<file path="src/rtl/ram_pkg.sv">
// Shared definitions for the dual-port RAM read and write engines:
// FSM encoding and the modulo-depth address increment.
package ram_pkg;

   typedef enum logic [1:0] {
      StIdle  = 2'd0,
      StRun   = 2'd1,
      StDrain = 2'd2
   } state_e;

   // Next address with wrap at depth-1, so non-power-of-two depths work.
   function automatic int unsigned wrap_inc(input int unsigned addr, input int unsigned depth);
      return (addr == depth - 1) ? 0 : addr + 1;
   endfunction

endpackage

</file>
<file path="src/rtl/ram_stream_reader_if.sv">
// Request, RAM read port and output stream of the RAM stream reader.
// The master modport is the reader itself; slave is its environment.
interface ram_stream_reader_if #(
   parameter int unsigned DATAWIDTH = 32,
   parameter int unsigned DATADEPTH = 45
);
   localparam int unsigned AW = $clog2(DATADEPTH);

   logic                 start;
   logic [AW-1:0]        start_addr;
   logic [AW:0]          length;
   logic                 busy;
   logic                 done;
   logic                 err;
   logic [AW-1:0]        raddr;
   logic [DATAWIDTH-1:0] rdata_in;
   logic [DATAWIDTH-1:0] m_data;
   logic                 m_valid;
   logic                 m_ready;
   logic                 m_last;

   modport master (
      input  start, start_addr, length, rdata_in, m_ready,
      output busy, done, err, raddr, m_data, m_valid, m_last
   );

   modport slave (
      output start, start_addr, length, rdata_in, m_ready,
      input  busy, done, err, raddr, m_data, m_valid, m_last
   );

endinterface

</file>
<file path="src/rtl/ram_addr_wrap.sv">
// Combinational next-address unit, wrapping modulo DATADEPTH.
module ram_addr_wrap
   import ram_pkg::*;
#(
   parameter int unsigned DATADEPTH = 45,
   parameter int unsigned AW        = $clog2(DATADEPTH)
) (
   input  logic [AW-1:0] i_addr,
   output logic [AW-1:0] o_addr_next
);

   always_comb begin
      o_addr_next = AW'(wrap_inc(32'(i_addr), DATADEPTH));
   end

endmodule

</file>
<file path="src/rtl/ram_stream_reader.sv">
// Read-side engine: walks the RAM from a start address for a word count and
// streams the words out over valid/ready with a last marker.
module ram_stream_reader
   import ram_pkg::*;
#(
   parameter int unsigned DATAWIDTH = 32,
   parameter int unsigned DATADEPTH = 45
) (
   input  logic                i_rclk,
   input  logic                i_rrst,
   ram_stream_reader_if.master bus
);

   localparam int unsigned AW = $clog2(DATADEPTH);
   localparam logic [AW:0] DepthW = (AW+1)'(DATADEPTH);
   localparam logic [AW:0] RemOne = (AW+1)'(1);

   state_e               r_state;
   state_e               w_state_d;
   logic [AW-1:0]        r_raddr;
   logic [AW-1:0]        w_raddr_d;
   logic [AW-1:0]        w_raddr_inc;
   logic [AW:0]          r_remaining;
   logic [AW:0]          w_remaining_d;
   logic [DATAWIDTH-1:0] r_m_data;
   logic [DATAWIDTH-1:0] w_m_data_d;
   logic                 r_m_valid;
   logic                 w_m_valid_d;
   logic                 r_m_last;
   logic                 w_m_last_d;
   logic                 r_done;
   logic                 w_done_d;
   logic                 r_err;
   logic                 w_err_d;
   logic                 w_fetch;
   logic                 w_accept;
   logic                 w_bad_req;

   ram_addr_wrap #(
      .DATADEPTH (DATADEPTH),
      .AW        (AW)
   ) u_addr_wrap (
      .i_addr      (r_raddr),
      .o_addr_next (w_raddr_inc)
   );

   always_comb begin
      w_fetch   = (r_state == StRun) && (r_remaining != '0) && (!r_m_valid || bus.m_ready);
      w_accept  = r_m_valid && bus.m_ready;
      w_bad_req = ({1'b0, bus.start_addr} >= DepthW) || (bus.length > DepthW);
   end

   always_comb begin
      w_state_d     = r_state;
      w_raddr_d     = r_raddr;
      w_remaining_d = r_remaining;
      w_m_data_d    = r_m_data;
      w_m_valid_d   = r_m_valid;
      w_m_last_d    = r_m_last;
      w_done_d      = 1'b0;
      w_err_d       = 1'b0;

      unique case (r_state)
         StIdle: begin
            if (bus.start) begin
               if (w_bad_req) begin
                  w_err_d = 1'b1;
               end else if (bus.length == '0) begin
                  w_done_d = 1'b1;
               end else begin
                  w_raddr_d     = bus.start_addr;
                  w_remaining_d = bus.length;
                  w_state_d     = StRun;
               end
            end
         end
         StRun, StDrain: begin
            // A fetch never coincides with accepting the last word: once the
            // last word is out, remaining is already zero.
            if (w_fetch) begin
               w_m_data_d    = bus.rdata_in;
               w_m_valid_d   = 1'b1;
               w_m_last_d    = (r_remaining == RemOne);
               w_remaining_d = r_remaining - RemOne;
               w_raddr_d     = w_raddr_inc;
            end else if (w_accept) begin
               w_m_valid_d = 1'b0;
               w_m_last_d  = 1'b0;
            end

            if (w_accept && r_m_last) begin
               w_done_d  = 1'b1;
               w_state_d = StIdle;
            end else if ((r_state == StRun) && (r_remaining == '0)) begin
               w_state_d = StDrain;
            end
         end
         default: begin
            w_state_d = StIdle;
         end
      endcase
   end

   always_ff @(posedge i_rclk) begin
      if (i_rrst) begin
         r_state     <= StIdle;
         r_raddr     <= '0;
         r_remaining <= '0;
         r_m_data    <= '0;
         r_m_valid   <= 1'b0;
         r_m_last    <= 1'b0;
         r_done      <= 1'b0;
         r_err       <= 1'b0;
      end else begin
         r_state     <= w_state_d;
         r_raddr     <= w_raddr_d;
         r_remaining <= w_remaining_d;
         r_m_data    <= w_m_data_d;
         r_m_valid   <= w_m_valid_d;
         r_m_last    <= w_m_last_d;
         r_done      <= w_done_d;
         r_err       <= w_err_d;
      end
   end

   always_comb begin
      bus.busy    = (r_state != StIdle);
      bus.done    = r_done;
      bus.err     = r_err;
      bus.raddr   = r_raddr;
      bus.m_data  = r_m_data;
      bus.m_valid = r_m_valid;
      bus.m_last  = r_m_last;
   end

endmodule
</file>
<file path="src/flat_wrapper.sv">
// flat-port wrapper written by rule: the top's interface ports become plain ports
module ram_stream_reader_flat import ram_pkg::*;
#(
   parameter int unsigned DATAWIDTH = 32,
   parameter int unsigned DATADEPTH = 45
)
  (i_rclk, i_rrst, bus_start, bus_start_addr, bus_length, bus_rdata_in, bus_m_ready, bus_busy, bus_done, bus_err, bus_raddr, bus_m_data, bus_m_valid, bus_m_last);
  ram_stream_reader_if #(.DATAWIDTH(DATAWIDTH), .DATADEPTH(DATADEPTH)) bus_i ();
  input  logic i_rclk;
  input  logic i_rrst;
  input wire logic [$bits(bus_i.start)-1:0] bus_start;
  input wire logic [$bits(bus_i.start_addr)-1:0] bus_start_addr;
  input wire logic [$bits(bus_i.length)-1:0] bus_length;
  input wire logic [$bits(bus_i.rdata_in)-1:0] bus_rdata_in;
  input wire logic [$bits(bus_i.m_ready)-1:0] bus_m_ready;
  output wire logic [$bits(bus_i.busy)-1:0] bus_busy;
  output wire logic [$bits(bus_i.done)-1:0] bus_done;
  output wire logic [$bits(bus_i.err)-1:0] bus_err;
  output wire logic [$bits(bus_i.raddr)-1:0] bus_raddr;
  output wire logic [$bits(bus_i.m_data)-1:0] bus_m_data;
  output wire logic [$bits(bus_i.m_valid)-1:0] bus_m_valid;
  output wire logic [$bits(bus_i.m_last)-1:0] bus_m_last;
  assign bus_i.start = bus_start;
  assign bus_i.start_addr = bus_start_addr;
  assign bus_i.length = bus_length;
  assign bus_i.rdata_in = bus_rdata_in;
  assign bus_i.m_ready = bus_m_ready;
  assign bus_busy = bus_i.busy;
  assign bus_done = bus_i.done;
  assign bus_err = bus_i.err;
  assign bus_raddr = bus_i.raddr;
  assign bus_m_data = bus_i.m_data;
  assign bus_m_valid = bus_i.m_valid;
  assign bus_m_last = bus_i.m_last;
  ram_stream_reader #(.DATAWIDTH(DATAWIDTH), .DATADEPTH(DATADEPTH)) u_core (.i_rclk(i_rclk), .i_rrst(i_rrst), .bus(bus_i));
endmodule
</file>
<file path="config.mk">
export PLATFORM = sky130hd
export DESIGN_NAME = ram_stream_reader_flat
export DESIGN_NICKNAME = d
export VERILOG_FILES = /design/src/rtl/ram_pkg.sv /design/src/rtl/ram_stream_reader_if.sv /design/src/rtl/ram_addr_wrap.sv /design/src/rtl/ram_stream_reader.sv /design/src/flat_wrapper.sv
export SDC_FILE = /design/constraint.sdc
export NUM_CORES = 1
export LEC_CHECK = 0
export CORE_ASPECT_RATIO = 0.75
export CORE_UTILIZATION = 41
export CTS_CLUSTER_DIAMETER = 80
export DETAILED_ROUTE_END_ITERATION = 7
export MAX_ROUTING_LAYER = met4
export PLACE_DENSITY = 0.79
export SYNTH_ARGS = -nofsm -noshare
export SYNTH_HDL_FRONTEND = slang
export SYNTH_HIERARCHICAL = 1
export SYNTH_SLANG_ARGS = --single-unit
</file>
<file path="constraint.sdc">
create_clock -name i_rclk -period 1.9 [get_ports i_rclk]
set_input_delay 0.19 -clock i_rclk [delete_from_list [all_inputs] [get_ports i_rclk]]
set_output_delay 0.19 -clock i_rclk [all_outputs]
set_load 0.05 [all_outputs]
</file>
==> results.sh, run 1 <==
export IMPL_m1WireLength_mm=3.34
export IMPL_dp_slack_ns=-0.350
export IMPL_nets=461
export IMPL_cts_buffer_depth=2
export IMPL_cts_sinks=51
export IMPL_drc=0
export IMPL_yosys_area_share_simple_pct=21.2
export IMPL_grt_pass1_vias=2441
export IMPL_vias=2548
export IMPL_cp_slowest_cell="or4_4"
export IMPL_yosys_most_used_dff="dfxtp_1"
export IMPL_cts_root_buf="clkbuf_8"
export IMPL_synth_top_family_by_area="compound AO/OA/AOI/OAI gates"
export IMPL_start_util_pct=43.9
export IMPL_min_period_over_period_pct=98.1
export IMPL_drv_cap=0
export IMPL_cts_max_level=2
export IMPL_synthAdderAreaFrac_pct=3.77
export IMPL_worst_slew_pin_slew_ns=0.526
export IMPL_drt_wl_total_mm=7.15
export IMPL_core_area_sq_mm=0.00604
export IMPL_antenna_found_initial=0
export IMPL_power_leakage_uw=0.00137
export IMPL_vias_per_cell=5.28
export IMPL_final_max_slew_viol_count=0
export IMPL_top_layer="met4"
export IMPL_numCtsBuffers=5
export IMPL_cts_setup_buffers=0
export IMPL_route_met3_wl_microns=395
export IMPL_ys_seq_elements=51
export IMPL_grt_usage_pct=22.2
export IMPL_synth_enable_flop_cells=0
export IMPL_fin_worst_skew_ns=0.00578
export IMPL_setup_violations=0
export IMPL_path_cells="or4_4, nor3b_4, buf_4, a21o_4, nand3_1, a221oi_2"
export IMPL_yosysUniqueCellTypes=47
export IMPL_switchingPower_uw=871
export IMPL_finalHoldViolations=0
export IMPL_fp_dieW_microns=94.9
export IMPL_dp_hpwl_mm=5.33
export IMPL_mostFrequentLayoutCell="clkdlybuf4s50_1"
export IMPL_fmax_ghz=0.536
export IMPL_drive_gt1_share_pct=30.4
export IMPL_crit_fanout=4
export IMPL_cts_tree="yes"
export IMPL_power_switching_share_pct=33.0
export IMPL_most_common_layout_cells="86 x clkdlybuf4s50_1, 50 x dfxtp_1, 43 x nand2_1"
export IMPL_drtAntennaViolNets=0
export IMPL_io_pins=92
export IMPL_hp_class="input pin to register"
export IMPL_synthArstFlopShare_pct=0
export IMPL_grt_max_degree=26
export IMPL_clk_latency_ns=0.30
export IMPL_setup_tns_ns=0
export IMPL_pwr_density_cell_mw_per_mm2=670
export IMPL_synth_compound_area_share_pct=26.7
export IMPL_ys_warn_count=6
export IMPL_ys_seq_area_share_pct=38.5
export IMPL_synth_mux_area_share_pct=2.64
export IMPL_cp_slowest_stage_delay_ns=0.56
export IMPL_path_clk_slew_ns=0.09
export IMPL_rsz0062_at_grt="true"
export IMPL_critical_path_arrival_ns=2.08
export IMPL_grt_pass1_wl_mm=11.6
export IMPL_synth_xor_area_share_pct=0.991
export IMPL_status="finished clean"
export IMPL_syn_nets=353
export IMPL_crit_type="register to register"
export IMPL_cp_data_required_time_ns=2.12
export IMPL_gp_congestion=0.863
export IMPL_rows=24
export IMPL_drt_first_pass_iters=4
export IMPL_internal_power_uw=1770
export IMPL_initialDrtViolationCount=154
export IMPL_dieArea_sq_mm=0.00680
export IMPL_wl_met2_mm=3.35
export IMPL_die_h_microns=71.7
export IMPL_finalCriticalPeriod_ns=1.86
export IMPL_startpoint_type="register"
export IMPL_critPathCaptureType="register"
export IMPL_antennaDiodeCount=0
export IMPL_port_buffers=91
export IMPL_wl_per_cell_microns=14.8
export IMPL_clkPwrFrac_pct=23.7
export IMPL_power_frac_seq_pct=44.5
export IMPL_overflow=0
export IMPL_areaGrowthSynthToFinish_pct=48.4
export IMPL_synth_area_sq_mm=0.00265
export IMPL_utilization_pct=65.2
export IMPL_vdd_drop_max_mv=0.329
export IMPL_setup_ws_ns=0.0360
export IMPL_syn_avg_cell_area_sq_um=8.96
export IMPL_combPwrFrac_pct=31.8
export IMPL_relSlewSlack_pct=64.8
export IMPL_syn_inst=296
==> worst paths after layout <==
check | from | slack, ns | cells after the start | to
max | u_core/r_remaining[2]$_SDFFE_PP0P_ | 0.04 | 6 | u_core/r_state[0]$_SDFFE_PP0P_
min | i_rrst | 0.34 | 2 | u_core/r_remaining[6]$_SDFFE_PP0P_
max reg2reg | u_core/r_remaining[2]$_SDFFE_PP0P_ | 0.04 | 6 | u_core/r_state[0]$_SDFFE_PP0P_
min reg2reg | u_core/bus.m_data[4]$_SDFFE_PP0P_ | 0.46 | 2 | u_core/bus.m_data[4]$_SDFFE_PP0P_
==> worst max-delay path, delay by kind of cell (launching register included) <==
family | cells | cell delay (ns)
AO/OA/AOI/OAI | 2 | 0.38
flip-flops | 1 | 0.32
buffers and inverters | 1 | 0.17
AND/OR/NAND/NOR | 3 | 0.91
==> repair_timing <==
item	4_1_cts	5_1_grt
setup endpoints to repair	4	21
pin swaps	0	5
resized for setup	1	15
hold buffers	0	0
==> state kept, by name, summed over array words and instances (netlist names) <==
name                count
u_core/bus.m_data      32
u_core/r_remaining      7
u_core/bus.raddr        6
u_core/r_state          2
u_core/bus.done         1
u_core/bus.err          1
u_core/bus.m_last       1
u_core/bus.m_valid      1
==> power by group through the flow <==
stage                     sequential [uW]  combinational (uW)  clock [uW]
after floorplan                      1280                 395           0
after detailed placement             1200                 801           0
after global placement               1190                 780           0
after CTS                            1170                 808         644
final                                1170                 838         626
after global routing                 1180                 889         690
==> metal layers <==
metal,global-route usage [%],vias up
met3,5.10,9
met2,35.3,73
met5,-,-
met4,4.21,0
met1,28.9,1203
li1,-,1263
==> through the flow <==
step / area [sq um] / power [uW] / hold WS [ns] / std cells
floorplan: 2650 / 1670 / 0.326 / 296
global route: 3940 / 2760 / 0.350 / 483
global placement: 3790 / 1970 / 0.441 / 475
detailed placement: 3790 / 2000 / 0.450 / 475
finish: 3940 / 2640 / 0.342 / 483
CTS: 3880 / 2620 / 0.322 / 483
==> synth_stat cells (all sizes together), types with 2 or more instances <==
master   number  area (sq um)
nor3          5          25.0
nor3b         3          33.8
nor2          5          18.8
xnor2         2          17.5
o31ai         2          15.0
or4           3          27.5
dfxtp        51          1020
mux2i         7          70.1
nand3        11          55.1
a311oi        7           105
buf           7          76.3
nand2        73           349
a21o          2          16.3
a21oi        48           349
or3           2          12.5
inv          11          41.3
clkbuf       12          45.0
a31oi         3          18.8
o21ai        10          50.1
o2111ai       5          43.8
a31o          3          26.3
ha            8           100
==> final cells by class <==
| cell class | instances | area [sq um] |
|---|---|---|
| clock buffer | 6 | 72.6 |
| clock inverter | 2 | 12.5 |
| fill | 493 | 2100 |
| inverter | 11 | 41.3 |
| multi-input combinational | 215 | 1520 |
| sequential | 51 | 1020 |
| tap | 78 | 97.6 |
| timing repair buffer | 120 | 1170 |
==> kinds of logic after synthesis <==
family                   after synthesis
AO/OA/AOI/OAI                         89
adder cells (fa/ha/maj)                8
XOR/XNOR                               3
flip-flops                            51
AND/OR/NAND/NOR                      108
buffers and inverters                 30
multiplexers                           7
Power figures use the tool's default switching activity.
==> run 2: changes to the inputs <==
Settings changed: CORE_MARGIN set to 2, REMOVE_ABC_BUFFERS set to 1, SLEW_MARGIN set to 20.
==> run 2 against run 1 <==
- combinational power is 4.3% higher
- wire length is 7.7% higher
- fmax is 0.57% lower
- global-route usage is 1.9 points lower
- via count is 0.24% higher
- non-clock buffer count stayed put
- clock power is 23% higher
- largest cell class unchanged
- largest power group unchanged
==> results.sh, run 2 (same netlist as run 1, synthesis figures left out) <==
export IMPL_clk_latency_ns=0.30
export IMPL_antennaDiodeCount=0
export IMPL_start_util_pct=42.2
export IMPL_regArea_sq_mm=0.00102
export IMPL_cts_root_buf="clkbuf_8"
export IMPL_rrSetupSlack_ns=0.03
export IMPL_power_frac_seq_pct=41.7
export IMPL_layout_filler_cells=504
export IMPL_wl_per_cell_microns=15.8
export IMPL_drtAntennaViolNets=0
export IMPL_critPathCaptureType="register"
export IMPL_fmax_ghz=0.533
export IMPL_cts_max_level=2
export IMPL_place_inst=471
export IMPL_initialDrtViolationCount=130
export IMPL_drv_cap=0
export IMPL_setup_ws_ns=0.0254
export IMPL_port_buffers=91
export IMPL_cts_sinks=51
export IMPL_finalHoldViolations=0
export IMPL_die_h_microns=73.7
export IMPL_grt_pass1_wl_mm=11.7
export IMPL_dp_slack_ns=-0.356
export IMPL_crit_start="u_core/r_remaining[3]$_SDFFE_PP0P_"
export IMPL_hp_class="input pin to register"
export IMPL_gp_congestion=0.803
export IMPL_grt_pass1_vias=2380
export IMPL_crit_type="register to register"
export IMPL_cp_data_required_time_ns=2.13
export IMPL_rsz0062_at_grt="true"
export IMPL_dp_hpwl_mm=5.11
export IMPL_status="finished clean"
export IMPL_internal_power_uw=1930
export IMPL_antenna_found_initial=0
export IMPL_power_switching_share_pct=31.6
export IMPL_setup_tns_ns=0
export IMPL_min_period_over_period_pct=98.7
export IMPL_cp_slowest_cell="or4_4"
export IMPL_path_buf_inv=1
export IMPL_critical_path_top_delay_family="simple AND/OR/NAND/NOR gates"
export IMPL_multi_input_area_sq_mm=0.00160
export IMPL_drive_gt1_share_pct=33.5
export IMPL_crit_fanout=8
export IMPL_switchingPower_uw=893
export IMPL_relSlewSlack_pct=64.0
export IMPL_dieArea_sq_mm=0.00714
export IMPL_final_max_slew_viol_count=0
export IMPL_drt_wl_total_mm=7.70
export IMPL_drt_first_pass_iters=4
export IMPL_crit_path_end="u_core/bus.m_data[0]$_SDFFE_PP0P_"
export IMPL_startpoint_type="register"
export IMPL_power_leakage_uw=0.00142
export IMPL_vias_per_cell=5.24
export IMPL_cp_slowest_stage_delay_ns=0.54
export IMPL_areaGrowthSynthToFinish_pct=55.8
export IMPL_grt_usage_pct=20.3
export IMPL_hold_slack_ns=0.219
export IMPL_overflow=0
export IMPL_min_path_cells=2
export IMPL_drc=0
export IMPL_fp_dieW_microns=96.9
export IMPL_io_pins=92
export IMPL_finalCriticalPeriod_ns=1.87
export IMPL_worst_slew_pin_slew_ns=0.539
export IMPL_core_area_sq_mm=0.00629
export IMPL_rows=25
export IMPL_final_cells=487
export IMPL_crit_cells=6
export IMPL_setup_violations=0
export IMPL_critical_path_arrival_ns=2.11
export IMPL_cts_tree="yes"
export IMPL_pwr_density_cell_mw_per_mm2=683
export IMPL_numCtsBuffers=5
export IMPL_fin_worst_skew_ns=0.0188
export IMPL_reg2reg_from="u_core/r_remaining[3]$_SDFFE_PP0P_"
export IMPL_cts_buffer_depth=2
export IMPL_path_clk_slew_ns=0.11
export IMPL_r2r_end="u_core/bus.m_data[0]$_SDFFE_PP0P_"
export IMPL_vdd_drop_max_mv=0.458
export IMPL_most_common_layout_cells="87 x clkdlybuf4s50_1, 49 x dfxtp_1, 42 x nand2_1"
export IMPL_worst_r2r_path_depth=6
export IMPL_utilization_pct=65.8
export IMPL_vias=2554
export IMPL_grt_max_degree=44
export IMPL_mostFrequentLayoutCell="clkdlybuf4s50_1"
export IMPL_clkPwrFrac_pct=27.4
export IMPL_path_cells="or4_4, nor3b_4, or2_4, clkbuf_16, nand2_2, a21oi_2"
export IMPL_combPwrFrac_pct=30.9
export IMPL_cts_hold_buf=0
export IMPL_largest_reg_flops=32
export IMPL_nets=462
## run 2: metal layers
metal	share of wire [%]	track usage (%)	routed length, microns	up-vias
met4	0.74	3.13	57	0
met3	3.1	3.14	241	6
met2	50	34.3	3820	64
li1	-	-	-	1264
met1	47	26.6	3590	1220
met5	0	-	0	-
## run 2: worst min path at each step
| stage | start | end |
|---|---|---|
| after CTS | i_rrst | u_core/bus.m_data[8]$_SDFFE_PP0P_ |
| after floorplan | i_rrst | u_core/bus.m_data[0]$_SDFFE_PP0P_ |
| after detailed placement | u_core/bus.m_data[4]$_SDFFE_PP0P_ | u_core/bus.m_data[4]$_SDFFE_PP0P_ |
| after global placement | u_core/bus.m_data[2]$_SDFFE_PP0P_ | u_core/bus.m_data[2]$_SDFFE_PP0P_ |
| final | i_rrst | u_core/bus.m_data[8]$_SDFFE_PP0P_ |
| after global routing | i_rrst | u_core/bus.m_data[8]$_SDFFE_PP0P_ |
## run 2: what timing repair did
action                                  in CTS  in global routing
pin swaps                                    2                 25
cloned                                       1                  3
gates resized for setup                      4                 28
endpoints found under the setup margin      21                 29
setup buffers                                1                  3
## run 2: through the flow
step	instance area [sq um]	total power, uW
floorplan	2530	1630
global placement	3780	1960
detailed placement	3780	1980
CTS	3940	2760
global route	4130	2950
finish	4130	2820
## run 2: area by class of cell
cell class / instances / area share [%]
timing repair buffer: 120 / 30.4
tap: 81 / 2.45
multi-input combinational: 216 / 38.7
clock buffer: 5 / 1.66
clock inverter: 3 / 1.06
sequential: 51 / 24.8
inverter: 11 / 0.999
## run 2: power by group through the flow
stage                     sequential [uW]  clock [uW]  combinational [uW]
final                                1180         772                 874
after floorplan                      1280           0                 355
after CTS                            1170         784                 802
after global placement               1190           0                 762
after global routing                 1190         829                 932
after detailed placement             1200           0                 780
